## config.mk

```make
export PLATFORM = sky130hd
export DESIGN_NAME = tm1638_byte_phy
export DESIGN_NICKNAME = d
export VERILOG_FILES = /design/src/rtl/tm1638_byte_phy.sv
export SDC_FILE = /design/constraint.sdc
export NUM_CORES = 1
export LEC_CHECK = 0
export BUFFER_PORTS_ARGS = -buffer_cell sky130_fd_sc_hd__buf_2
export CORE_MARGIN = 2
export CORE_UTILIZATION = 30
export CTS_CLUSTER_SIZE = 25
export DETAILED_ROUTE_END_ITERATION = 10
export PLACE_DENSITY_LB_ADDON = 0.25
export SLEW_MARGIN = 20
export SYNTH_ARGS = -nofsm -noshare
export SYNTH_HDL_FRONTEND = slang
export SYNTH_SLANG_ARGS = --single-unit
```

## constraint.sdc

```tcl
create_clock -name clk -period 3.91 [get_ports clk]
set_input_delay 0.391 -clock clk [delete_from_list [all_inputs] [get_ports clk]]
set_output_delay 0.391 -clock clk [all_outputs]
set_load 0.01 [all_outputs]
```

## src/rtl/tm1638_byte_phy.sv

```systemverilog
// TM1638 byte engine: shifts one byte LSB-first on sclk/dio_out, or samples one byte from dio_in.
// STB is owned by the upstream sequencer; busy/done pace its steps.
module tm1638_byte_phy #(
    parameter int HALF_PERIOD = 6
) (
    input  logic       clk,
    input  logic       rst,
    input  logic       data_latch,
    input  logic       rw,
    input  logic [7:0] wr_data,
    output logic [7:0] rd_data,
    output logic       busy,
    output logic       done,
    output logic       sclk,
    output logic       dio_out,
    output logic       dio_oe,
    input  logic       dio_in,
    output logic [1:0] dbg_state
);

    // Handshake: data_latch is a valid strobe, !busy is ready; a transfer is
    // accepted on any edge where both are high, and done marks its completion.

    localparam int CW = $clog2(HALF_PERIOD + 1);
    localparam logic [CW-1:0] PH_LAST = CW'(HALF_PERIOD - 1);

    typedef enum logic [1:0] {
        S_IDLE = 2'd0,
        S_LOW  = 2'd1,
        S_HIGH = 2'd2
    } state_t;

    state_t          r_state;
    state_t          w_state_next;
    logic [CW-1:0]   r_phase;
    logic [2:0]      r_bit;
    logic [7:0]      r_shift;
    logic            r_mode;
    logic            r_done;
    logic            r_oe;
    logic [7:0]      r_rd_data;
    logic            w_phase_end;
    logic            w_accept;
    logic            w_last;
    logic [7:0]      w_rx;

    always_comb begin
        w_phase_end  = (r_phase == PH_LAST);
        w_accept     = data_latch && (r_state == S_IDLE);
        w_last       = (r_state == S_HIGH) && w_phase_end && (r_bit == 3'd7);
        w_rx         = r_shift;
        w_rx[r_bit]  = dio_in;
        w_state_next = r_state;
        case (r_state)
            S_IDLE:  if (data_latch) w_state_next = S_LOW;
            S_LOW:   if (w_phase_end) w_state_next = S_HIGH;
            S_HIGH:  if (w_phase_end) w_state_next = (r_bit == 3'd7) ? S_IDLE : S_LOW;
            default: w_state_next = S_IDLE;
        endcase
    end

    always_ff @(posedge clk) begin
        if (rst) r_state <= S_IDLE;
        else     r_state <= w_state_next;
    end

    always_ff @(posedge clk) begin
        if (rst) begin
            r_phase   <= '0;
            r_bit     <= 3'd0;
            r_shift   <= 8'h00;
            r_mode    <= 1'b1;
            r_done    <= 1'b0;
            r_oe      <= 1'b1;
            r_rd_data <= 8'h00;
        end else begin
            r_done <= w_last;
            if (w_accept) begin
                r_shift <= wr_data;
                r_mode  <= rw;
                r_oe    <= rw;
                r_bit   <= 3'd0;
                r_phase <= '0;
            end else if (r_state != S_IDLE) begin
                if (w_phase_end) begin
                    r_phase <= '0;
                    if (r_state == S_HIGH) begin
                        // The TM1638 changes DIO on the falling edge, so the end of HIGH is the safe sample point.
                        r_shift <= r_mode ? (r_shift >> 1) : w_rx;
                        r_bit   <= r_bit + 3'd1;
                        if (w_last && !r_mode) r_rd_data <= w_rx;
                    end
                end else begin
                    r_phase <= r_phase + CW'(1);
                end
            end
        end
    end

    assign busy      = (r_state != S_IDLE);
    assign done      = r_done;
    assign sclk      = (r_state != S_LOW);
    assign dio_out   = (busy && r_mode) ? r_shift[0] : 1'b1;
    assign dio_oe    = r_oe;
    assign rd_data   = r_rd_data;
    assign dbg_state = r_state;

endmodule
```

==> results of run 1 <==
## flip-flops by register name, indices dropped and copies added, names as in the netlist
register	cells
dbg_state	2
dio_oe	1
done	1
r_bit	3
r_phase	3
r_shift	8
rd_data	8
## area by class of cell
cell class,instances,area share (%)
Multi-Input combinational cell,107,48.3
Sequential cell,26,34.0
Timing Repair Buffer,27,8.83
Tap cell,52,4.25
Clock buffer,4,3.60
Inverter,4,0.981
## logic make-up (layout without fill, tap and decap cells)
kind of cell,after synthesis,in the layout,synth area share [%]
DFF,26,26,39.4
and+or+nand+nor,55,55,22.6
buffers and inverters,14,35,4.55
muxes,13,13,10.1
AOI/OAI and AO/OA,36,36,20.8
adders and majority gates,2,2,1.90
xor gates and xnor gates,1,1,0.664
## synth_stat cells, drive strengths merged (4+ instances only)
cell	count	area share [%]
nand3b	4	2.6
buf	6	2.3
dfxtp	26	39
nand2b	5	2.4
nor2	26	7.4
a21oi	7	2.7
clkbuf	4	1.1
a211oi	13	7.8
a21o	4	2.3
o221a	4	3.4
nor3	6	2.3
o211ai	4	2.3
mux2i	10	7.6
## metal layers
metal	routed length (µm)	track usage, %	vias up
met5	0	0	-
met4	13	1.92	0
met3	191	4.76	2
met2	1410	21.4	30
met1	1490	17.8	530
li1	-	-	577
## worst register-to-register path, stage by stage, from the launching register on
cell and delay (ns):
dfxtp_1 0.51, ha_1 0.21, ha_1 0.17, inv_1 0.08
nor4_4 0.69, mux2i_1 0.27, nor2_1 0.05
## stage by stage
stage | utilization (%) | hold WS [ns] | std cells
2_1_floorplan | - | 0.470 | 147
3_3_place_gp | 34.4 | 0.479 | 216
4_1_cts | 35.6 | 0.349 | 220
5_1_grt | 35.6 | 0.367 | 220
3_5_place_dp | 34.4 | 0.478 | 216
6_report | 35.6 | 0.354 | 220
## report_power, final
group          internal (mW)  total (mW)  switching (mW)
clock                 0.0900       0.172          0.0825
sequential             0.274       0.285          0.0107
combinational         0.0262      0.0600          0.0338
## how the worst min path moves through the flow
| stage | startpoint | endpoint | slack [ns] |
|---|---|---|---|
| 3_5_place_dp | rd_data[4]$_SDFFE_PP0P_ | rd_data[4]$_SDFFE_PP0P_ | 0.48 |
| 3_3_place_gp | rd_data[4]$_SDFFE_PP0P_ | rd_data[4]$_SDFFE_PP0P_ | 0.48 |
| 6_report | rw | dio_oe$_SDFFE_PP1P_ | 0.35 |
| 5_1_grt | rw | dio_oe$_SDFFE_PP1P_ | 0.37 |
| 2_1_floorplan | rst | r_bit[2]$_SDFFE_PP0P_ | 0.47 |
| 4_1_cts | rw | dio_oe$_SDFFE_PP1P_ | 0.35 |
==> reports/results.tsv, run 1 <==
metric	value	unit
holdPathStages	3	
die_x	70.3	µm
die_h	70.3	µm
status	completed	
post-dp-hpwl	2220	µm
start_kind	register	
fin_area	1530	µm²
path_clk_slew	0.09	ns
leakagePower	0.627	nW
hold_class	in2reg	
ant_nets	0	
tightest_slew	0.802	ns
synthFlopType	dfxtp_1	
grt_pass1_vias	1096	
drt_iter0_drc	61	
num_vias	1139	
viasPerCell	5.18	
fillers	451	
cap_violations	0	
grt_overflow	0	
ys_warn_count	0	
worstPathBufferInverterCount	2	
avgSynthCellArea	8.98	µm²
post_drt_wl_per_cell	14.1	µm
critPathKind	reg2out	
fin_ws	1.70	ns
mostFrequentLayoutCells	buf_2, nor2_1, dfxtp_1	
finalNetCount	184	
cts_buffer_depth	2	
final_common_cell	buf_2	
antenna_found_initial	0	
syn_to_final_growth	15.9	%
place_congestion	0.752	
clock_latency	0.27	ns
place_area	1480	µm²
diodes	0	
hold_viol	0	
synth-seq-cells	26	
cts_root_buffer	clkbuf_8	
post-route-min-period	2.21	ns
worstPathCellList	clkinv_1 > or3_1 > buf_2	
setup_viol	0	
rsz0062_at_grt	false	
coreArea	4290	µm²
cts_sinks	26	
grt_max_degree	23	
cts_hold_buffers	0	
wl	3100	µm
post_cts_buffers	0	
cp.required	3.52	ns
die-area	4950	µm²
synthCells	147	
skew	0.00109	ns
max_stage_delay	0.59	ns
synth_edf_count	0	
setup_tns	0	ns
slew_headroom	46.5	%
dr.pass1.iters	4	
cts_tree	built	
clock.fmax	0.452	GHz
endpoint_kind	output port	
synth_nets	162	
register_area	520	µm²
slowest_stage	dfxtp_1	
worstPathArrival	1.82	ns
r2r-end	rd_data[6]$_SDFFE_PP0P_	
netlist_area	1320	µm²
cts_resized	0	
synth-async-reset-ratio	0	%
ys_seq_area_share	39.4	%
peakVddDrop	242	µV
ys_types	34	
row_count	24	
finalPower	0.517	mW
power.density	338	nW/µm²
remaining_drc_errors	0	
start_util	30.7	%
ios	28	
r2r_start	r_bit[0]$_SDFFE_PP0P_	
cp-endpoint	dio_out	
htree_num_levels	1	
layout-drive-gt1-share	22.0	%
slew_viol_final	0	
grt_pass1_wl	5360	µm
cts_buffers	3	
worstRegToRegCells	6	
dp_worst_setup_slack	1.80	ns
fin_crit_sh	56.6	%
setup.worst_path.start	dio_oe$_SDFFE_PP1P_	
critPathTopFamily	flip-flops	
cp.depth	3	
worstPathMaxFanout	10	
grt_usage	13.4	%
port_buffers	27	
multi_input_area	739	µm²
reg2reg_slack	1.81	ns
Power figures use the tool's default switching activity.
==> run 2, diff against run 1 <==
clock period = 1.95 ns   (was 3.91 ns; I/O delays follow)
==> run 2 against run 1 <==
- count of clock-buffer cells in the layout shrank 1
- core utilization rose by 2.1 points
- highest routed layer unchanged
- largest power group unchanged
- sequential share of layout area shrank 1.9 points
- critical path type is now reg2reg
- critical endpoint is now r_shift[1]$_SDFFE_PP0P_
- first-iteration DRC count decreased by 31%
- worst hold slack worse by 0.20 ns
==> reports/results.tsv, run 2 (same netlist as run 1, synthesis figures left out) <==
metric	value	unit
diodes	0	
die_x	70.3	µm
clock.fmax	0.567	GHz
post_cts_buffers	0	
die-area	4950	µm²
ios	28	
worstPathMaxFanout	8	
clkPwrFrac	39.4	%
setup_viol	0	
fin_crit_sh	90.4	%
hold_class	in2reg	
slew_viol_final	0	
p_sw	0.269	mW
remaining_drc_errors	0	
grt_pass1_vias	1106	
cts_resized	0	
post-route-min-period	1.76	ns
grt_overflow	0	
cts_hold_buffers	0	
place_area	1550	µm²
port_buffers	27	
wl	3210	µm
cp.required	2.12	ns
whs_endpoint	dio_oe$_SDFFE_PP1P_	
worstPathArrival	1.93	ns
grt_pass1_wl	5240	µm
final_common_cell	buf_2	
power_frac_comb	11.3	%
path_clk_slew	0.10	ns
p_int	0.882	mW
post-dp-hpwl	2280	µm
r2r_start	dbg_state[0]$_SDFFE_PP0P_	
antenna_found_initial	0	
holdPathStages	3	
reg2reg_slack	0.19	ns
cts_sinks	26	
fin_hold_ws	0.159	ns
start_util	30.7	%
clock_latency	0.28	ns
hold_viol	0	
cts_buffer_depth	2	
htree_num_levels	1	
mostFrequentLayoutCells	buf_2, nor2_1, dfxtp_1	
skew	0.00753	ns
cap_violations	0	
switching_share	23.4	%
viasPerCell	5.19	
num_vias	1193	
worstRegToRegCells	5	
ant_nets	0	
coreArea	4290	µm²
peakVddDrop	725	µV
start_kind	register	
drt_iter0_drc	42	
r2r-end	r_shift[1]$_SDFFE_PP0P_	
rsz0062_at_grt	false	
leakagePower	0.686	nW
finalNetCount	194	
grt_usage	13.1	%
cts_root_buffer	clkbuf_8	
syn_to_final_growth	22.8	%
tightest_slew	0.470	ns
grt_max_degree	23	
cts_tree	built	
min_from	rw	
power.density	710	nW/µm²
slew_headroom	68.6	%
dr.pass1.iters	4	
setup_tns	0	ns
endpoint_kind	register	
status	completed	
critPathKind	reg2reg	
die_h	70.3	µm
cts_buffers	3	
fin_area	1620	µm²
place_congestion	0.782	
seqPwrFrac	49.2	%
layout-drive-gt1-share	26.4	%
post_drt_wl_per_cell	13.9	µm
row_count	24	
## run 2: cell types whose count changed in the layout (fill, tap and decap cells not counted), sizes merged
cell and change:
buf +10, bufinv +1, clkbuf -1
## run 2: layout make-up
class,instances,area (µm²)
clock buffer,3,41.3
clock inverter,1,30.0
fill,436,2670
inverter,4,15.0
multi-input combinational,107,739
sequential,26,520
tap,52,65.1
timing repair buffer,37,210
## run 2: worst max path at each step
stage | cells after the start | start | slack [ns] | to
4_1_cts | 5 | dbg_state[0]$_SDFFE_PP0P_ | 0.20 | r_shift[1]$_SDFFE_PP0P_
5_1_grt | 5 | r_phase[0]$_SDFFE_PP0P_ | 0.07 | r_shift[1]$_SDFFE_PP0P_
3_5_place_dp | 5 | dbg_state[0]$_SDFFE_PP0P_ | 0.22 | r_shift[1]$_SDFFE_PP0P_
6_report | 5 | dbg_state[0]$_SDFFE_PP0P_ | 0.19 | r_shift[1]$_SDFFE_PP0P_
2_1_floorplan | 6 | dbg_state[1]$_SDFFE_PP0P_ | 0.35 | r_shift[3]$_SDFFE_PP0P_
3_3_place_gp | 5 | r_phase[1]$_SDFFE_PP0P_ | 0.30 | r_shift[3]$_SDFFE_PP0P_
## run 2: power groups by stage
| stage | Clock [mW] | Sequential [mW] | Combinational [mW] |
|---|---|---|---|
| floorplan | 0 | 0.575 | 0.0842 |
| finish | 0.454 | 0.567 | 0.131 |
| detailed placement | 0 | 0.579 | 0.131 |
| global placement | 0 | 0.579 | 0.128 |
| global route | 0.483 | 0.570 | 0.146 |
| CTS | 0.462 | 0.567 | 0.132 |
## run 2: metrics by stage
stage                     setup WS [ns]  total power, mW  utilization (%)  std cells
after floorplan                   0.350            0.659                -        147
after global placement            0.304            0.707             36.1        226
after detailed placement          0.223            0.710             36.1        226
after CTS                         0.199             1.16             37.8        230
after global routing             0.0703             1.20             37.8        230
final                             0.187             1.15             37.8        230
## run 2: critical path, stage by stage, from the launching register on
cell      delay [ns]
dfxtp_1         0.38
nand2b_1        0.24
or2_0           0.41
buf_4           0.24
a21o_1          0.18
o221a_1         0.21
## run 2: routing by layer
metal	vias to the layer above	GRT usage, %	part of all wire (%)
met2	43	21.3	46
met1	549	17.6	46
met5	-	0	0
met3	4	3.75	6.6
met4	0	1.92	0.66
li1	597	-	-
